### config.mk
export PLATFORM = sky130hd
export DESIGN_NAME = fwd_hazard_ctrl
export DESIGN_NICKNAME = d
export VERILOG_FILES = /design/src/rtl/fwd_hazard_ctrl.sv
export SDC_FILE = /design/constraint.sdc
export NUM_CORES = 1
export LEC_CHECK = 0
export CAP_MARGIN = 20
export CORE_MARGIN = 2
export CORE_UTILIZATION = 42
export CTS_CLUSTER_DIAMETER = 50
export CTS_CLUSTER_SIZE = 10
export DETAILED_ROUTE_END_ITERATION = 8
export GPL_TIMING_DRIVEN = 1
export PLACE_DENSITY = 0.8
export SLEW_MARGIN = 20
export SYNTH_ARGS = -nofsm -noshare
export SYNTH_HDL_FRONTEND = slang
export SYNTH_SLANG_ARGS = --single-unit
### constraint.sdc
create_clock -name i_clk -period 1.6 [get_ports i_clk]
set_input_delay 0.16 -clock i_clk [delete_from_list [all_inputs] [get_ports i_clk]]
set_output_delay 0.16 -clock i_clk [all_outputs]
set_load 0.02 [all_outputs]
### src/rtl/fwd_hazard_ctrl.sv
// EX-stage operand-forwarding select and load-use stall controller.
// Optional perf counters are enabled with the FWD_PERF_CNT_EN macro.
module fwd_hazard_ctrl #(
   parameter int REG_AW = 5,
   parameter int CNT_W  = 32
) (
   input  logic              i_clk,
   input  logic              i_rst,
   input  logic              i_issue_valid,
   output logic              o_issue_ready,
   input  logic [REG_AW-1:0] i_issue_rs1,
   input  logic [REG_AW-1:0] i_issue_rs2,
   input  logic [REG_AW-1:0] i_issue_rd,
   input  logic              i_issue_wen,
   input  logic              i_issue_is_load,
   input  logic              i_hold,
   input  logic              i_flush,
   output logic [1:0]        o_fwd_a_sel,
   output logic [1:0]        o_fwd_b_sel,
   output logic              o_ex_valid
`ifdef FWD_PERF_CNT_EN
   ,
   output logic [CNT_W-1:0]  o_stall_cnt,
   output logic [CNT_W-1:0]  o_fwd_cnt
`endif
);

   localparam logic [1:0] SEL_RF  = 2'b00;
   localparam logic [1:0] SEL_EX  = 2'b01;
   localparam logic [1:0] SEL_MEM = 2'b10;

   logic              r_ex_v;
   logic [REG_AW-1:0] r_ex_rd;
   logic              r_ex_wen;
   logic              r_ex_ld;
   logic              r_mem_v;
   logic [REG_AW-1:0] r_mem_rd;
   logic              r_mem_wen;
   logic [1:0]        r_a_sel;
   logic [1:0]        r_b_sel;

   logic              w_ex_m1;
   logic              w_ex_m2;
   logic              w_mem_m1;
   logic              w_mem_m2;
   logic              w_hazard;
   logic              w_ready;
   logic              w_issue;
   logic [1:0]        w_a_sel;
   logic [1:0]        w_b_sel;

   // x0 is hardwired zero, so it never matches a producer.
   always_comb begin
      w_ex_m1  = r_ex_v  & r_ex_wen  & (r_ex_rd  == i_issue_rs1) & (i_issue_rs1 != '0);
      w_ex_m2  = r_ex_v  & r_ex_wen  & (r_ex_rd  == i_issue_rs2) & (i_issue_rs2 != '0);
      w_mem_m1 = r_mem_v & r_mem_wen & (r_mem_rd == i_issue_rs1) & (i_issue_rs1 != '0);
      w_mem_m2 = r_mem_v & r_mem_wen & (r_mem_rd == i_issue_rs2) & (i_issue_rs2 != '0);
      w_hazard = i_issue_valid & r_ex_ld & (w_ex_m1 | w_ex_m2);
      w_ready  = ~i_hold & ~w_hazard;
      w_issue  = i_issue_valid & w_ready;
      w_a_sel  = w_ex_m1 ? SEL_EX : (w_mem_m1 ? SEL_MEM : SEL_RF);
      w_b_sel  = w_ex_m2 ? SEL_EX : (w_mem_m2 ? SEL_MEM : SEL_RF);
   end

   always_ff @(posedge i_clk) begin
      if (i_rst || i_flush) begin
         r_ex_v    <= 1'b0;
         r_ex_rd   <= '0;
         r_ex_wen  <= 1'b0;
         r_ex_ld   <= 1'b0;
         r_mem_v   <= 1'b0;
         r_mem_rd  <= '0;
         r_mem_wen <= 1'b0;
         r_a_sel   <= SEL_RF;
         r_b_sel   <= SEL_RF;
      end else if (!i_hold) begin
         r_mem_v   <= r_ex_v;
         r_mem_rd  <= r_ex_rd;
         r_mem_wen <= r_ex_wen;
         if (w_issue) begin
            r_ex_v   <= 1'b1;
            r_ex_rd  <= i_issue_rd;
            r_ex_wen <= i_issue_wen;
            r_ex_ld  <= i_issue_is_load;
            r_a_sel  <= w_a_sel;
            r_b_sel  <= w_b_sel;
         end else begin
            r_ex_v   <= 1'b0;
            r_ex_rd  <= '0;
            r_ex_wen <= 1'b0;
            r_ex_ld  <= 1'b0;
            r_a_sel  <= SEL_RF;
            r_b_sel  <= SEL_RF;
         end
      end
   end

`ifdef FWD_PERF_CNT_EN
   logic [CNT_W-1:0] r_stall_cnt;
   logic [CNT_W-1:0] r_fwd_cnt;
   logic [1:0]       w_nfwd;

   assign w_nfwd = {1'b0, |w_a_sel} + {1'b0, |w_b_sel};

   always_ff @(posedge i_clk) begin
      if (i_rst) begin
         r_stall_cnt <= '0;
         r_fwd_cnt   <= '0;
      end else begin
         if (w_hazard && !i_hold && !i_flush)
            r_stall_cnt <= r_stall_cnt + 1'b1;
         if (w_issue && !i_flush)
            r_fwd_cnt <= r_fwd_cnt + CNT_W'(w_nfwd);
      end
   end

   assign o_stall_cnt = r_stall_cnt;
   assign o_fwd_cnt   = r_fwd_cnt;
`endif

   assign o_issue_ready = w_ready;
   assign o_fwd_a_sel   = r_a_sel;
   assign o_fwd_b_sel   = r_b_sel;
   assign o_ex_valid    = r_ex_v;

endmodule

==> results of run 1 <==
==> cells in the mapped netlist (all sizes together) <==
cell type	n
dfxtp	19
a21oi	1
nand3	3
nor2	12
buf	1
xor2	13
nand2	19
a22oi	2
or2	1
xnor2	7
o211ai	2
nor4	2
o311ai	1
mux2i	7
clkbuf	1
or4	2
nor3b	1
inv	2
o21a	1
o211a	1
nor4b	1
and3b	1
o21ai	10
nor3	4
==> layer usage <==
metal	up-vias	share of wire (%)	track usage [%]
li1	507	-	-
met1	459	47	28.3
met2	13	50	37.5
met3	2	2.3	3.43
met4	0	1.1	7.69
met5	-	0	0
==> through the flow <==
step / setup WS [ns] / area (um2) / utilization (%)
after CTS: -0.267 / 1520 / 67.8
after global routing: -0.270 / 1540 / 69.0
after detailed placement: -1.01 / 1490 / 66.8
after global placement: -1.01 / 1490 / 66.8
final: -0.207 / 1540 / 69.0
after floorplan: -0.0514 / 1010 / -
==> cells by family (layout without fill, tap and decap cells) <==
| group | count (synthesis) | count (layout) | synth area share [%] |
|---|---|---|---|
| flip-flops | 19 | 19 | 38.0 |
| buffers and inverters | 4 | 59 | 1.50 |
| AO/OA/AOI/OAI | 18 | 18 | 12.6 |
| XOR/XNOR | 20 | 20 | 17.5 |
| multiplexers | 7 | 7 | 7.01 |
| AND/OR/NAND/NOR | 46 | 46 | 23.3 |
==> repair_timing <==
action | 4_1_cts | 5_1_grt
setup buffers | 0 | 1
resized for setup | 33 | 11
cloned | 0 | 0
pin swaps | 7 | 9
endpoints found under the setup margin | 11 | 10
==> cell type report <==
class	count	area [um2]
fillers	194	692
multi-input cells	91	637
repair buffers	53	450
flip-flops and latches	19	385
well taps	28	35.0
clock buffers	4	26.3
inverters	2	7.51
==> worst register-to-register path, delay by kind of cell, from the launching register on <==
kind                      cells  cell delay (ns)
xor gates and xnor gates      1             0.18
DFF                           1             0.36
and+or+nand+nor               2             0.47
buffers and inverters         1             0.16
AOI/OAI and AO/OA             2             0.21
==> flip-flops by register name, summed over array words and instances, names as in the netlist <==
name and cells:
r_ex_rd 5, r_mem_rd 5, o_fwd_a_sel 2, o_fwd_b_sel 2
o_ex_valid 1, r_ex_ld 1, r_ex_wen 1, r_mem_v 1
r_mem_wen 1
==> final timing paths <==
check	end
max reg2reg	r_ex_wen
max	o_issue_ready
min	r_ex_rd[4]
min reg2reg	o_fwd_b_sel[1]
==> power by group through the flow <==
stage | sequential, mW | clock [mW] | combinational [mW]
2_1_floorplan | 0.495 | 0 | 0.0596
3_3_place_gp | 0.494 | 0 | 0.169
3_5_place_dp | 0.494 | 0 | 0.173
4_1_cts | 0.484 | 0.242 | 0.170
5_1_grt | 0.485 | 0.270 | 0.190
6_report | 0.484 | 0.237 | 0.175
==> impl_metrics.tcl, run 1 <==
set metrics [dict create \
    yosysUniqueCellTypes 27 \
    path_class "in -> out" \
    setup_slack_ns -0.207 \
    cts_sinks 19 \
    setup_viol 1 \
    path_max_fanout 2 \
    clock_latency_ns 0.29 \
    peakVddDrop_uv 562 \
    dieArea_um2 2790 \
    io_pins 28 \
    htree_num_levels 1 \
    max_freq_ghz 0.553 \
    postCtsHoldBufs 0 \
    startpoint "i_issue_rs1[2]" \
    violations "setup timing" \
    syn-cell-area_um2 1000 \
    route.detailed.drc 0 \
    worstHoldPathCells 3 \
    grt_usage_pct 22.1 \
    ff2ff_setup_slack_ns 0.12 \
    netSwitchingPower_uw 217 \
    drt_pre_antenna_iters 4 \
    grt_overflow_total 0 \
    p_sw_share_pct 24.2 \
    syn_nets 136 \
    die_h_um 52.8 \
    antenna_found_initial 0 \
    rows 17 \
    power.density_nw_per_um2 582 \
    vias 981 \
    place_inst 192 \
    finClkSkew_ns 0.00979 \
    portBuffers 27 \
    synth_area_leaders "dfxtp_1 (38%), xor2_1 (11%), nand2_1 (7.1%), mux2i_1 (7.0%), xnor2_1 (6.1%)" \
    dpl.hpwl_um 1990 \
    worstReg2RegStart "r_ex_rd[3]" \
    cts-root-buf "clkbuf_4" \
    fin_crit_sh_pct 113 \
    syn_inst 114 \
    clk_pin_slew_ns 0.09 \
    hold_ws_ns 0.399 \
    synth_warnings 0 \
    hold_path.class "in -> reg" \
    power_frac_comb_pct 19.6 \
    drive_gt1_share_pct 31.4 \
    rr_worst_depth 6 \
    yosys_register_bits 19 \
    drtAntennaViolNets 0 \
    grt_pass1_vias 1019 \
    wire_per_inst_um 12.9 \
    areaGrowthSynthToFinish_pct 54.2 \
    cp-end-kind "output pin" \
    final-hold-violation-count 0 \
    outcome "complete, but fails checks" \
    crit_family "simple AND/OR/NAND/NOR gates" \
    drv_cap 0 \
    numCtsBuffers 3 \
    worst-path-stages 7 \
    final_common_cell "buf_4" \
    crit_chain "buf_6, or4_4, o211a_1, and3b_4, o21a_4, a21oi_4, buf_6" \
    seq_power_share_pct 54.0 \
    finalPower_uw 897 \
    cp-start-kind "input port" \
    crit_required_ns 1.44 \
    synth_area_leader_cell "dfxtp_1" \
    gp_congestion 0.868 \
    p_leak_nw 0.644 \
    crit_top_cell "buf_6" \
    rsz0062_at_grt "yes" \
    totalWireLength_um 2550 \
    setup_tns_ns -0.207 \
    hp-start "i_issue_rd[4]" \
    layout_min_cycle_time_ns 1.81 \
    seq_area_frac_synth_pct 38.0 \
    cts_tree "yes" \
    cp.arrival_ns 1.65 \
    coreArea_um2 2230 \
    fin_cells 197 \
    clockBufferDepth 2 \
    start_util_pct 44.8 \
    die_w_um 52.8 \
    timing.critical_path.buf_inv 2 \
    pwr-share-clk_pct 26.4 \
    relSlewSlack_pct 77.7 \
    critPathSlowestCell "or4_4" \
    mostFrequentLayoutCells "buf_4 (26), nand2_1 (19), clkdlybuf4s50_1 (18)" \
    worst_slew_pin_slew_ns 0.331 \
    grt_pass1_wl_um 4510 \
    drt_iter0_drc 13 \
    vias_per_cell 4.98 \
    synth_top_area_share_pct 38.0 \
    slowest_delay_ns 0.53 \
    fin_nets 192 \
    internal_power_uw 680 \
    synth_area_per_cell_um2 8.77 \
    diodes 0 \
    grt_max_degree 13 \
    slew_viol_final 0 \
]
Power figures use the tool's default switching activity.
==> run 2: changes to the inputs <==
- CORE_UTILIZATION: 42 -> 37
- PLACE_DENSITY: 0.8 -> 0.73
==> run 2 against run 1 <==
The flow still finishes with violations (setup timing). Flip-flop and latch count unchanged. Count of clock-buffer cells in the layout shrank 1. Die area rose by 12%. Clock power increased by 2%. Cell area rose by 6.2%. Worst hold slack worse by 0.013 ns. Routed wire length grew 12%. Critical path type unchanged. Critical endpoint unchanged. Largest power group unchanged.
==> impl_metrics.tcl, run 2 (synthesis gave the netlist of run 1 again) <==
set metrics [dict create \
    outcome "complete, but fails checks" \
    violations "setup timing" \
    vias 1023 \
    fin_crit_sh_pct 113 \
    io_pins 28 \
    portBuffers 27 \
    antenna_found_initial 0 \
    path_class "in -> out" \
    grtUsageMet2_pct 34.8 \
    mostFrequentLayoutCells "buf_4 (34), nand2_1 (19), clkdlybuf4s50_1 (17)" \
    top_usage_layer "met2" \
    cts-root-buf "clkbuf_4" \
    drtAntennaViolNets 0 \
    clockBufferDepth 2 \
    gp_congestion 0.851 \
    drv_cap 0 \
    crit_top_cell "buf_6" \
    layout_min_cycle_time_ns 1.81 \
    htree_num_levels 1 \
    relSlewSlack_pct 77.2 \
    dpl.hpwl_um 2170 \
    multiInputGateArea_um2 663 \
    critPathSlowestCell "or4_4" \
    pwr-share-clk_pct 26.3 \
    dieArea_um2 3130 \
    hold_ws_ns 0.386 \
    totalWireLength_um 2860 \
    die_h_um 56.0 \
    max_freq_ghz 0.552 \
    die_w_um 56.0 \
    areaGrowthSynthToFinish_pct 63.7 \
    p_sw_share_pct 25.5 \
    coreArea_um2 2520 \
    hold_path.class "in -> reg" \
    cts_tree "yes" \
    worst_slew_pin_slew_ns 0.338 \
    cp-end-kind "output pin" \
    cp.arrival_ns 1.65 \
    crit_required_ns 1.44 \
    top_regs "r_ex_rd: 5 flops, r_mem_rd: 5 flops" \
    cp-start-kind "input port" \
    grt_pass1_wl_um 4860 \
    peakVddDrop_uv 562 \
    numCtsBuffers 3 \
    crit_chain "buf_6, or4_4, o211a_1, and3b_4, o21a_4, a21oi_4, buf_6" \
    power.density_nw_per_um2 563 \
    fill_cells 203 \
    drt_pre_antenna_iters 4 \
    cts_sinks 19 \
    route.detailed.drc 0 \
    clock_latency_ns 0.30 \
    drt_iter0_drc 13 \
    grt_pass1_vias 1124 \
    timing.critical_path.buf_inv 2 \
    crit_family "simple AND/OR/NAND/NOR gates" \
    grt_overflow_total 0 \
    setup_slack_ns -0.213 \
    slowest_delay_ns 0.53 \
    diodes 0 \
    rsz0062_at_grt "yes" \
    globalRouteMet1Util_pct 23.0 \
    seqCellArea_um2 389 \
    grt_usage_pct 19.7 \
    vias_per_cell 4.94 \
    utilization_pct 64.9 \
    final_common_cell "buf_4" \
    start_util_pct 39.6 \
    rows 18 \
    postCtsHoldBufs 0 \
    netSwitchingPower_uw 235 \
    clk_pin_slew_ns 0.11 \
    path_max_fanout 2 \
    setup_viol 1 \
    p_leak_nw 0.715 \
    grtUsageMet3_pct 3.49 \
    final-hold-violation-count 0 \
    grt_max_degree 12 \
    wire_per_inst_um 13.8 \
    power_frac_comb_pct 21.3 \
    fin_nets 200 \
    internal_power_uw 687 \
    seq_power_share_pct 52.4 \
    slew_viol_final 0 \
    finClkSkew_ns 0.0134 \
    drive_gt1_share_pct 37.3 \
]
run 2: timing repair:
item	CTS	global route
pin swaps	8	11
resized for setup	39	16
hold endpoints to repair	0	0
endpoints found under the setup margin	11	9
buffers inserted	7	4
run 2: layout make-up:
cell class                      count  area share, %
Multi-Input combinational cell     91           40.5
Timing Repair Buffer               61           31.3
Sequential cell                    19           23.8
Tap cell                           30           2.29
Clock buffer                        3           1.38
Inverter                            2          0.459
Clock inverter                      1          0.306
run 2: routing by layer:
metal	part of all wire, %	vias up
met5	0	-
met4	2.3	0
met3	3.8	6
met2	51	23
met1	43	472
li1	-	522
run 2: final timing paths:
path / end / cells after the start / slack (ns) / from
worst max-delay path: o_issue_ready / 7 / -0.21 / i_issue_rs1[2]
worst max register to register: o_fwd_a_sel[1] / 7 / 0.07 / r_ex_rd[3]
worst min-delay path: r_ex_ld / 3 / 0.39 / i_issue_is_load
worst min register to register: o_fwd_b_sel[1] / 2 / 0.46 / o_fwd_b_sel[1]
run 2: through the flow:
step	std cells	setup slack (ns)	setup TNS, ns	area (um2)	power, mW
detailed placement	195	-1.04	-6.57	1500	0.673
finish	207	-0.213	-0.213	1640	0.922
floorplan	114	-0.0514	-0.0514	1010	0.555
global placement	195	-1.01	-6.06	1500	0.666
CTS	206	-0.270	-0.339	1570	0.912
global route	207	-0.276	-0.313	1640	0.974
run 2: power groups by stage:
stage / logic [mW] / registers [mW] / clock network [mW]
after floorplan: 0.0596 / 0.495 / 0
after global placement: 0.172 / 0.494 / 0
after detailed placement: 0.178 / 0.495 / 0
after CTS: 0.180 / 0.484 / 0.248
after global routing: 0.211 / 0.484 / 0.279
final: 0.196 / 0.484 / 0.242
run 2: worst reg2reg max path: cells and delay by family, from the launching register on:
family | cells | cell delay [ns]
compound gates | 3 | 0.51
xor+xnor | 1 | 0.15
buf+inv | 3 | 0.40
flops | 1 | 0.38
==> run 3: changes to the inputs <==
- CAP_MARGIN: 20 -> unset
- CORE_ASPECT_RATIO: unset -> 0.9
==> run 3 against run 2 <==
Critical path type unchanged. Maximum frequency shrank 0.56%. First-iteration DRC count grew 31%. Cell area shrank 1.8%. Critical endpoint unchanged. The run ends with DRC, setup timing left.
==> impl_metrics.tcl, run 3 (synthesis gave the netlist of run 1 again) <==
set metrics [dict create \
    drtAntennaViolNets 0 \
    vias 1011 \
    cp.arrival_ns 1.66 \
    cts_sinks 19 \
    drt_pre_antenna_iters 6 \
    setup_tns_ns -0.259 \
    rows 17 \
    htree_num_levels 1 \
    peakVddDrop_uv 506 \
    setup_slack_ns -0.223 \
    cts_tree "yes" \
    hold_path.class "in -> reg" \
    grt_usage_pct 19.0 \
    utilization_pct 64.1 \
    grt_max_degree 12 \
    violations "DRC, setup timing" \
    grt_pass1_wl_um 4380 \
    cts-root-buf "clkbuf_4" \
    fin_nets 198 \
    die_w_um 58.8 \
    cp-start-kind "input port" \
    top_regs "r_ex_rd: 5 flops, r_mem_rd: 5 flops" \
    fin_cells 203 \
    setup_viol 2 \
    io_pins 28 \
    worst_slew_pin_slew_ns 0.318 \
    fill_cells 215 \
    layout_min_cycle_time_ns 1.82 \
    path_max_fanout 2 \
    clockBufferDepth 2 \
    grt_overflow_total 0 \
    postCtsHoldBufs 0 \
    areaGrowthSynthToFinish_pct 60.8 \
    power.density_nw_per_um2 572 \
    clk_pin_slew_ns 0.11 \
    route.detailed.drc 1 \
    finClkSkew_ns 0.00269 \
    dieArea_um2 3130 \
    slew_viol_final 0 \
    max_freq_ghz 0.549 \
    portBuffers 27 \
    die_h_um 53.3 \
    wire_per_inst_um 13.9 \
    path_class "in -> out" \
    mostFrequentLayoutCells "buf_4 (32), nand2_1 (19), clkdlybuf4s50_1 (17)" \
    totalWireLength_um 2820 \
    final_common_cell "buf_4" \
    gp_congestion 0.885 \
    clock_latency_ns 0.30 \
    rsz0062_at_grt "yes" \
    finalPower_uw 919 \
    diodes 0 \
    place_inst 194 \
    crit_required_ns 1.44 \
    fin_crit_sh_pct 114 \
    coreArea_um2 2510 \
    final-hold-violation-count 0 \
    start_util_pct 39.8 \
    cp-end-kind "output pin" \
    numCtsBuffers 3 \
    drive_gt1_share_pct 36.6 \
    p_leak_nw 0.702 \
    drt_iter0_drc 17 \
    vias_per_cell 4.98 \
    outcome "complete, but fails checks" \
    drv_cap 0 \
    relSlewSlack_pct 78.5 \
    antenna_found_initial 0 \
    grt_pass1_vias 1007 \
    dpl.hpwl_um 2190 \
]
-- run 3: changes by cell type in the layout (fill, tap and decap cells not counted), sizes merged --
cell,delta
clkbuf,+4
buf,-5
clkdlybuf4s15,-1
-- run 3: through the flow --
| stage | worst slack [ns] | hold WS [ns] | instance area (um2) |
|---|---|---|---|
| after floorplan | -0.0514 | 0.293 | 1010 |
| after global placement | -1.01 | 0.455 | 1510 |
| after detailed placement | -1.05 | 0.470 | 1510 |
| after CTS | -0.289 | 0.385 | 1540 |
| after global routing | -0.271 | 0.382 | 1610 |
| final | -0.223 | 0.376 | 1610 |
-- run 3: power breakdown --
part           switching (mW)  total [mW]  internal [mW]
Clock                   0.157       0.250         0.0934
Sequential            0.00590       0.485          0.479
Combinational          0.0757       0.185          0.109
Total                   0.239       0.919          0.681
-- run 3: cell type report --
type / count / area (um2) / share of cell area [%]
flip-flops and latches: 19 / 387 / 24.0
clock inverters: 1 / 5.00 / 0.311
multi-input cells: 91 / 659 / 41.0
clock buffers: 3 / 22.5 / 1.40
inverters: 2 / 7.51 / 0.467
repair buffers: 59 / 492 / 30.6
well taps: 28 / 35.0 / 2.18
-- run 3: what timing repair did --
item                                    CTS  global route
setup buffers                             1             4
pin swaps                                 7             9
endpoints found under the setup margin   11            12
gates resized for setup                  29            20
-- run 3: final timing paths --
check | startpoint | cells past startpoint | slack [ns] | end
worst min-delay path | i_issue_rd[1] | 3 | 0.38 | r_ex_rd[1]
worst min register to register | o_fwd_a_sel[1] | 2 | 0.47 | o_fwd_a_sel[1]
worst max-delay path | i_issue_rs1[2] | 7 | -0.22 | o_issue_ready
worst max register to register | r_ex_rd[3] | 7 | -0.02 | r_ex_rd[2]
-- run 3: critical path, stage by stage --
cell,delay (ns)
buf_6,0.09
or4_4,0.53
o211a_1,0.25
and3b_4,0.19
o21a_4,0.20
a21oi_4,0.11
buf_6,0.13
-- run 3: metal layers --
layer	wire (um)	vias to the layer above	GRT usage, %
met2	1400	17	33.9
met3	105	5	4.65
li1	-	516	-
met1	1290	473	22.9
met4	25	0	4.55
met5	0	-	0
